<file path="config.mk">
export PLATFORM = sky130hd
export DESIGN_NAME = ldpc_enc_seq
export DESIGN_NICKNAME = d
export VERILOG_FILES = /design/src/rtl/ldpc_pkg.sv /design/src/rtl/ldpc_par_acc.sv /design/src/rtl/ldpc_enc_seq.sv
export SDC_FILE = /design/constraint.sdc
export NUM_CORES = 1
export LEC_CHECK = 0
export ABC_AREA = 0
export ABC_CLOCK_PERIOD_IN_PS = 2900
export CAP_MARGIN = 20
export CORE_ASPECT_RATIO = 1.4
export CORE_MARGIN = 2
export CORE_UTILIZATION = 53
export DETAILED_ROUTE_END_ITERATION = 16
export MAX_ROUTING_LAYER = met4
export PLACE_DENSITY = 0.84
export SETUP_SLACK_MARGIN = 0.1
export SYNTH_ARGS = -nofsm -noshare
export SYNTH_HDL_FRONTEND = slang
export SYNTH_SLANG_ARGS = --single-unit
</file>
<file path="constraint.sdc">
create_clock -name clk -period 2.9 [get_ports clk]
set_input_delay 0.58 -clock clk [delete_from_list [all_inputs] [get_ports clk]]
set_output_delay 0.58 -clock clk [all_outputs]
set_load 0.02 [all_outputs]
</file>
<file path="src/rtl/ldpc_pkg.sv">
// Shared constants for the LDPC encoder input/output sequencer.
// Optional build macro: LDPC_PARITY_ACC_EN (running-XOR accumulation of parity output).
package ldpc_pkg;

    localparam int unsigned K_INFO   = 4320;
    localparam int unsigned Z        = 360;
    localparam int unsigned N_GROUPS = 12;
    localparam int unsigned N_CODE   = K_INFO + Z;
    localparam int unsigned CNT_W    = 13;
    localparam int unsigned ADDR_W   = 9;

    // Sequencer state encoding
    localparam logic [1:0] S_INFO   = 2'd0;
    localparam logic [1:0] S_DRAIN  = 2'd1;
    localparam logic [1:0] S_PARITY = 2'd2;
    localparam logic [1:0] S_FLUSH  = 2'd3;

endpackage

</file>
<file path="src/rtl/ldpc_par_acc.sv">
// Running-XOR accumulator for the parity output stream.
// Instantiated only when LDPC_PARITY_ACC_EN is defined.
module ldpc_par_acc
    import ldpc_pkg::*;
(
    input  logic clk,
    input  logic rst_n,
    input  logic clr,
    input  logic en,
    input  logic din,
    output logic dout
);

    logic acc_q;

    // Accumulate each forwarded parity bit; clear wins over enable
    always_ff @(posedge clk) begin
        if (!rst_n) begin
            acc_q <= 1'b0;
        end else if (clr) begin
            acc_q <= 1'b0;
        end else if (en) begin
            acc_q <= acc_q ^ din;
        end
    end

    assign dout = acc_q;

endmodule

</file>
<file path="src/rtl/ldpc_enc_seq.sv">
// LDPC encoder sequencer: feeds 4320 info bits to the encoder, then reads
// back 360 parity bits and emits a 4680-bit codeword stream.
// Optional build macro: LDPC_PARITY_ACC_EN (parity out_bit = enc_dout ^ previous parity bit).
module ldpc_enc_seq
    import ldpc_pkg::*;
(
    input  logic              clk,
    input  logic              rst_n,
    input  logic              in_valid,
    input  logic              in_bit,
    output logic              in_ready,
    output logic              enc_din_valid,
    output logic              enc_din,
    output logic [CNT_W-1:0]  enc_counter,
    output logic [ADDR_W-1:0] enc_out_addr,
    output logic              enc_check,
    input  logic              enc_dout,
    output logic              out_valid,
    output logic              out_bit,
    output logic              out_sof,
    output logic              out_eof,
    output logic              busy
);

    logic [1:0]        state_q, state_d;
    logic [CNT_W-1:0]  idx_q, idx_d;
    logic [ADDR_W-1:0] addr_q, addr_d;
    logic              in_ready_q;
    logic              accept;
    logic              sys_valid_q, sys_bit_q, sys_sof_q;
    logic              par_valid_q, par_last_q;
    logic              par_bit;

    // in_ready_q is only ever high while in INFO
    assign accept = in_valid && in_ready_q;

    // State, index, parity address and ready registers
    always_ff @(posedge clk) begin
        if (!rst_n) begin
            state_q    <= S_INFO;
            idx_q      <= '0;
            addr_q     <= '0;
            in_ready_q <= 1'b0;
        end else begin
            state_q    <= state_d;
            idx_q      <= idx_d;
            addr_q     <= addr_d;
            in_ready_q <= (state_d == S_INFO);
        end
    end

    // Next-state logic and encoder-side outputs
    always_comb begin
        state_d       = state_q;
        idx_d         = idx_q;
        addr_d        = addr_q;
        in_ready      = in_ready_q;
        enc_din_valid = accept;
        enc_din       = accept & in_bit;
        enc_counter   = idx_q;
        enc_out_addr  = '0;
        enc_check     = 1'b0;
        busy          = !((state_q == S_INFO) && (idx_q == '0));
        case (state_q)
            S_INFO: begin
                if (accept) begin
                    if (idx_q == CNT_W'(K_INFO - 1)) begin
                        idx_d   = '0;
                        state_d = S_DRAIN;
                    end else begin
                        idx_d = idx_q + CNT_W'(1);
                    end
                end
            end
            S_DRAIN: begin
                addr_d  = ADDR_W'(Z - 1);
                state_d = S_PARITY;
            end
            S_PARITY: begin
                enc_check    = 1'b1;
                enc_out_addr = addr_q;
                if (addr_q == '0) begin
                    state_d = S_FLUSH;
                end else begin
                    addr_d = addr_q - ADDR_W'(1);
                end
            end
            S_FLUSH: begin
                state_d = S_INFO;
            end
            default: begin
                state_d = S_INFO;
            end
        endcase
    end

    // Output-stream registers: systematic bits and parity-read phase tracking
    always_ff @(posedge clk) begin
        if (!rst_n) begin
            sys_valid_q <= 1'b0;
            sys_bit_q   <= 1'b0;
            sys_sof_q   <= 1'b0;
            par_valid_q <= 1'b0;
            par_last_q  <= 1'b0;
        end else begin
            sys_valid_q <= accept;
            sys_bit_q   <= accept & in_bit;
            sys_sof_q   <= accept && (idx_q == '0);
            par_valid_q <= (state_q == S_PARITY);
            par_last_q  <= (state_q == S_PARITY) && (addr_q == '0);
        end
    end

`ifdef LDPC_PARITY_ACC_EN
    logic acc_bit;

    ldpc_par_acc u_par_acc (
        .clk   (clk),
        .rst_n (rst_n),
        .clr   (state_q == S_DRAIN),
        .en    (par_valid_q),
        .din   (enc_dout),
        .dout  (acc_bit)
    );

    assign par_bit = enc_dout ^ acc_bit;
`else
    assign par_bit = enc_dout;
`endif

    // Encoder read data is already registered, so parity is forwarded directly
    always_comb begin
        out_valid = sys_valid_q | par_valid_q;
        out_bit   = par_valid_q ? par_bit : sys_bit_q;
        out_sof   = sys_sof_q;
        out_eof   = par_last_q;
    end

endmodule

</file>
==> metrics <==
cell area after technology mapping approximately 1600 sq um; mean post-synth cell area about 8.5 sq um; number of global-route vias before repair 1499; CTS Root Buffer Type sky130_fd_sc_hd__clkbuf_8; gate count of the mapped netlist between 150 and 200; final-layout setup total negative slack 0 ns; effective utilization at floorplan a little under three fifths; Max Freq approximately 370 MHz; endpoint required time on the critical path between 2 and 2.5 ns; worst clock skew about 0.0049 ns; Flop pwr share 46.7%; Die Ht around 69 um; max capacitance violation total 0; pre-CTS setup slack 0.2668 ns; share of the synthesized area in the top cell type around 38%; GR Util met3 under 10%; sequential standard cell area 600.6 sq um; maximum buffer depth of the clock tree 2; number of endpoints with negative hold slack in the final report 0; floorplan die area ~3500 sq um; number of gates resized after cts 0; Final period util about 92%; share of cells above drive strength 1 under 10%; kind of end point of the critical path primary output; synth top area cells sky130_fd_sc_hd__dfxtp_1, sky130_fd_sc_hd__nor2_1, sky130_fd_sc_hd__ha_1, sky130_fd_sc_hd__xnor2_1, sky130_fd_sc_hd__and2_1; met2 demand-to-capacity share in global routing a little under half; largest vdd supply drop 0.4229 mV; share of flip-flops with an asynchronous set or reset after synthesis 0%; net switching share of the total power 20.54%; transition time at the pin with the least slew margin 0.5719 ns; setup violators final 0; net total in the final layout 238; Post-Route Utilization approximately 73%; Num CTS Buffers 5; area taken by multi-input logic gates about 910 sq um; total count of max-transition violations in the final report 0; final RePlAce weighted congestion between 0.8 and 0.9; DRC violations left 0; library cell with the highest instance count after synthesis sky130_fd_sc_hd__dfxtp_1; highest-utilization routing layer at the global route stage met2; Comb power frac 5.7%; post-route cell area approximately 2100 sq um; worst setup margin 0.2265 ns; pin count of the biggest net entering global routing 21; warnings from Yosys 0; Power Density approximately 430 nW/um^2; Tmin final ~2.7 ns; sum of routed wire length over all layers between 4000 and 5000 um; estimated wirelength of the detail-placed design 2966 um; cts-stage hold buffer count 0; sum of overflow across all layers after global routing 0; outcome finished, final reports clean; class of the tightest hold or removal check flop to flop; largest fanout of any net on the critical path 20; DR vias/cell just under 6; Post-synth top cells sky130_fd_sc_hd__dfxtp_1, sky130_fd_sc_hd__nor2_1, sky130_fd_sc_hd__nand2_1, sky130_fd_sc_hd__inv_1, sky130_fd_sc_hd__and2_1; Rows 23; initial antenna violation count 0; clock network fraction of total power 47.6%; global-route wire length before repair between 6000 and 7000 um; number of sinks handled by clock tree synthesis 30; # fillers 226; post-DR wirelength/cell between 15 and 20 um; portion of the post-synthesis area used by sequential elements 37.50%; number of flip-flops and latches in the synthesized netlist 30; number of placed cells counting well taps ~260; buffer count from post-CTS setup fixing 0; total core area about 2900 sq um; number of flops mapped to enable cells by yosys 0; count of distinct cell types in the synthesized netlist 41; global-route usage over all layers between 20% and 30%; Cell Count, Final, Fillers Out around 260; net switching power figure between 0.15 and 0.2 mW; startpoint kind of the worst setup timing path flop; most used flip-flop cell after synthesis sky130_fd_sc_hd__dfxtp_1; number of nets with antenna violations after detailed routing 0; clock tree from TritonCTS done; syn nets 200; Cell Area, Placed slightly below 2000 sq um; number of buffers added on ports 35; total I/O pin count 36; synthesis-to-finish area growth 30.63%; horizontal die dimension a little over 50 um; worst setup path class flop to primary output; Leakage 0.7501 nW; relative max-transition margin about three fifths; detailed router's first-iteration violation count 34; top cell type by total area after synthesis sky130_fd_sc_hd__dfxtp_1; Reg clk slew, reported paths approximately 0.060 ns; Detailed Routing Iterations Pass 1 4; worst skew pair latency roughly 0.28 ns; Data arrival, critical path around 2.1 ns; total inserted antenna cells 0; setup repair after global routing missed its margin no; detailed-route via count 1552; htree depth 2; met1 Use GR 23.86%; Internal Dissipation roughly 0.71 mW
## flip-flops by register name (all words and copies together) (netlist names)
register     count
par_valid_q      1
enc_counter     13
sys_bit_q        1
addr_q           9
in_ready         1
out_sof          1
out_eof          1
sys_valid_q      1
state_q          2
## power groups by stage
stage / Clock [mW] / Combinational (mW) / Sequential, mW
2_1_floorplan: 0 / 0.0202 / 0.431
3_3_place_gp: 0 / 0.0485 / 0.428
3_5_place_dp: 0 / 0.0503 / 0.428
4_1_cts: 0.432 / 0.0509 / 0.419
5_1_grt: 0.448 / 0.0537 / 0.420
6_report: 0.427 / 0.0509 / 0.419
## stage by stage
stage          hold slack, ns  power (mW)
6_report               0.5460      0.8973
5_1_grt                0.5795      0.9214
4_1_cts                0.5478      0.9019
3_5_place_dp           0.5368      0.4785
3_3_place_gp           0.5118      0.4765
2_1_floorplan          0.4943      0.4509
## layer usage
metal	part of all wire [%]	vias up
met5	0	-
met4	3.6	0
met3	5.5	16
met1	35	724
met2	56	73
li1	-	739
## worst max-delay path, cell delays in order (launching register included)
cell,delay [ns]
sky130_fd_sc_hd__dfxtp_1,0.32
sky130_fd_sc_hd__inv_1,0.10
sky130_fd_sc_hd__ha_1,0.53
sky130_fd_sc_hd__and2_1,0.24
sky130_fd_sc_hd__clkdlybuf4s50_1,0.61
## cell type report
type,instances,share of cell area (%)
Clock buffer,6,3.947
Clock inverter,1,1.435
Inverter,12,2.153
Multi-Input combinational cell,139,43.72
Sequential cell,30,28.71
Tap cell,37,2.213
Timing Repair Buffer,38,17.82
## logic make-up (layout without fill, tap and decap cells)
| group | Yosys count | in the layout | synth area share, % |
|---|---|---|---|
| flip-flops | 30 | 30 | 37.50 |
| multiplexers | 1 | 1 | 0.7031 |
| adder cells (fa/ha/maj) | 7 | 7 | 5.469 |
| AND/OR/NAND/NOR | 99 | 99 | 34.14 |
| buffers and inverters | 19 | 57 | 5.390 |
| AO/OA/AOI/OAI | 21 | 21 | 10.78 |
| XOR/XNOR | 11 | 11 | 6.016 |
## cell usage in the layout (no fill, tap or decap), drive strengths merged, types with 6 or more instances in the layout
master,synthesis,routed
clkdlybuf4s50,0,35
dfxtp,30,30
nor2,25,25
nand2,13,13
inv,12,12
and2,12,12
xnor2,9,9
nand4,8,8
nor4,7,7
nand3,7,7
ha,7,7
clkbuf,5,6
## path summary, 6_finish.rpt
kind / start / endpoint / slack, ns / cells past startpoint
setup / recovery: state_q[0] / enc_out_addr[7] / 0.23 / 4
hold / removal: addr_q[7] / addr_q[7] / 0.55 / 2
setup reg to reg: state_q[0] / addr_q[6] / 0.61 / 7
hold reg to reg: addr_q[7] / addr_q[7] / 0.55 / 2
Power figures use the tool's default switching activity.
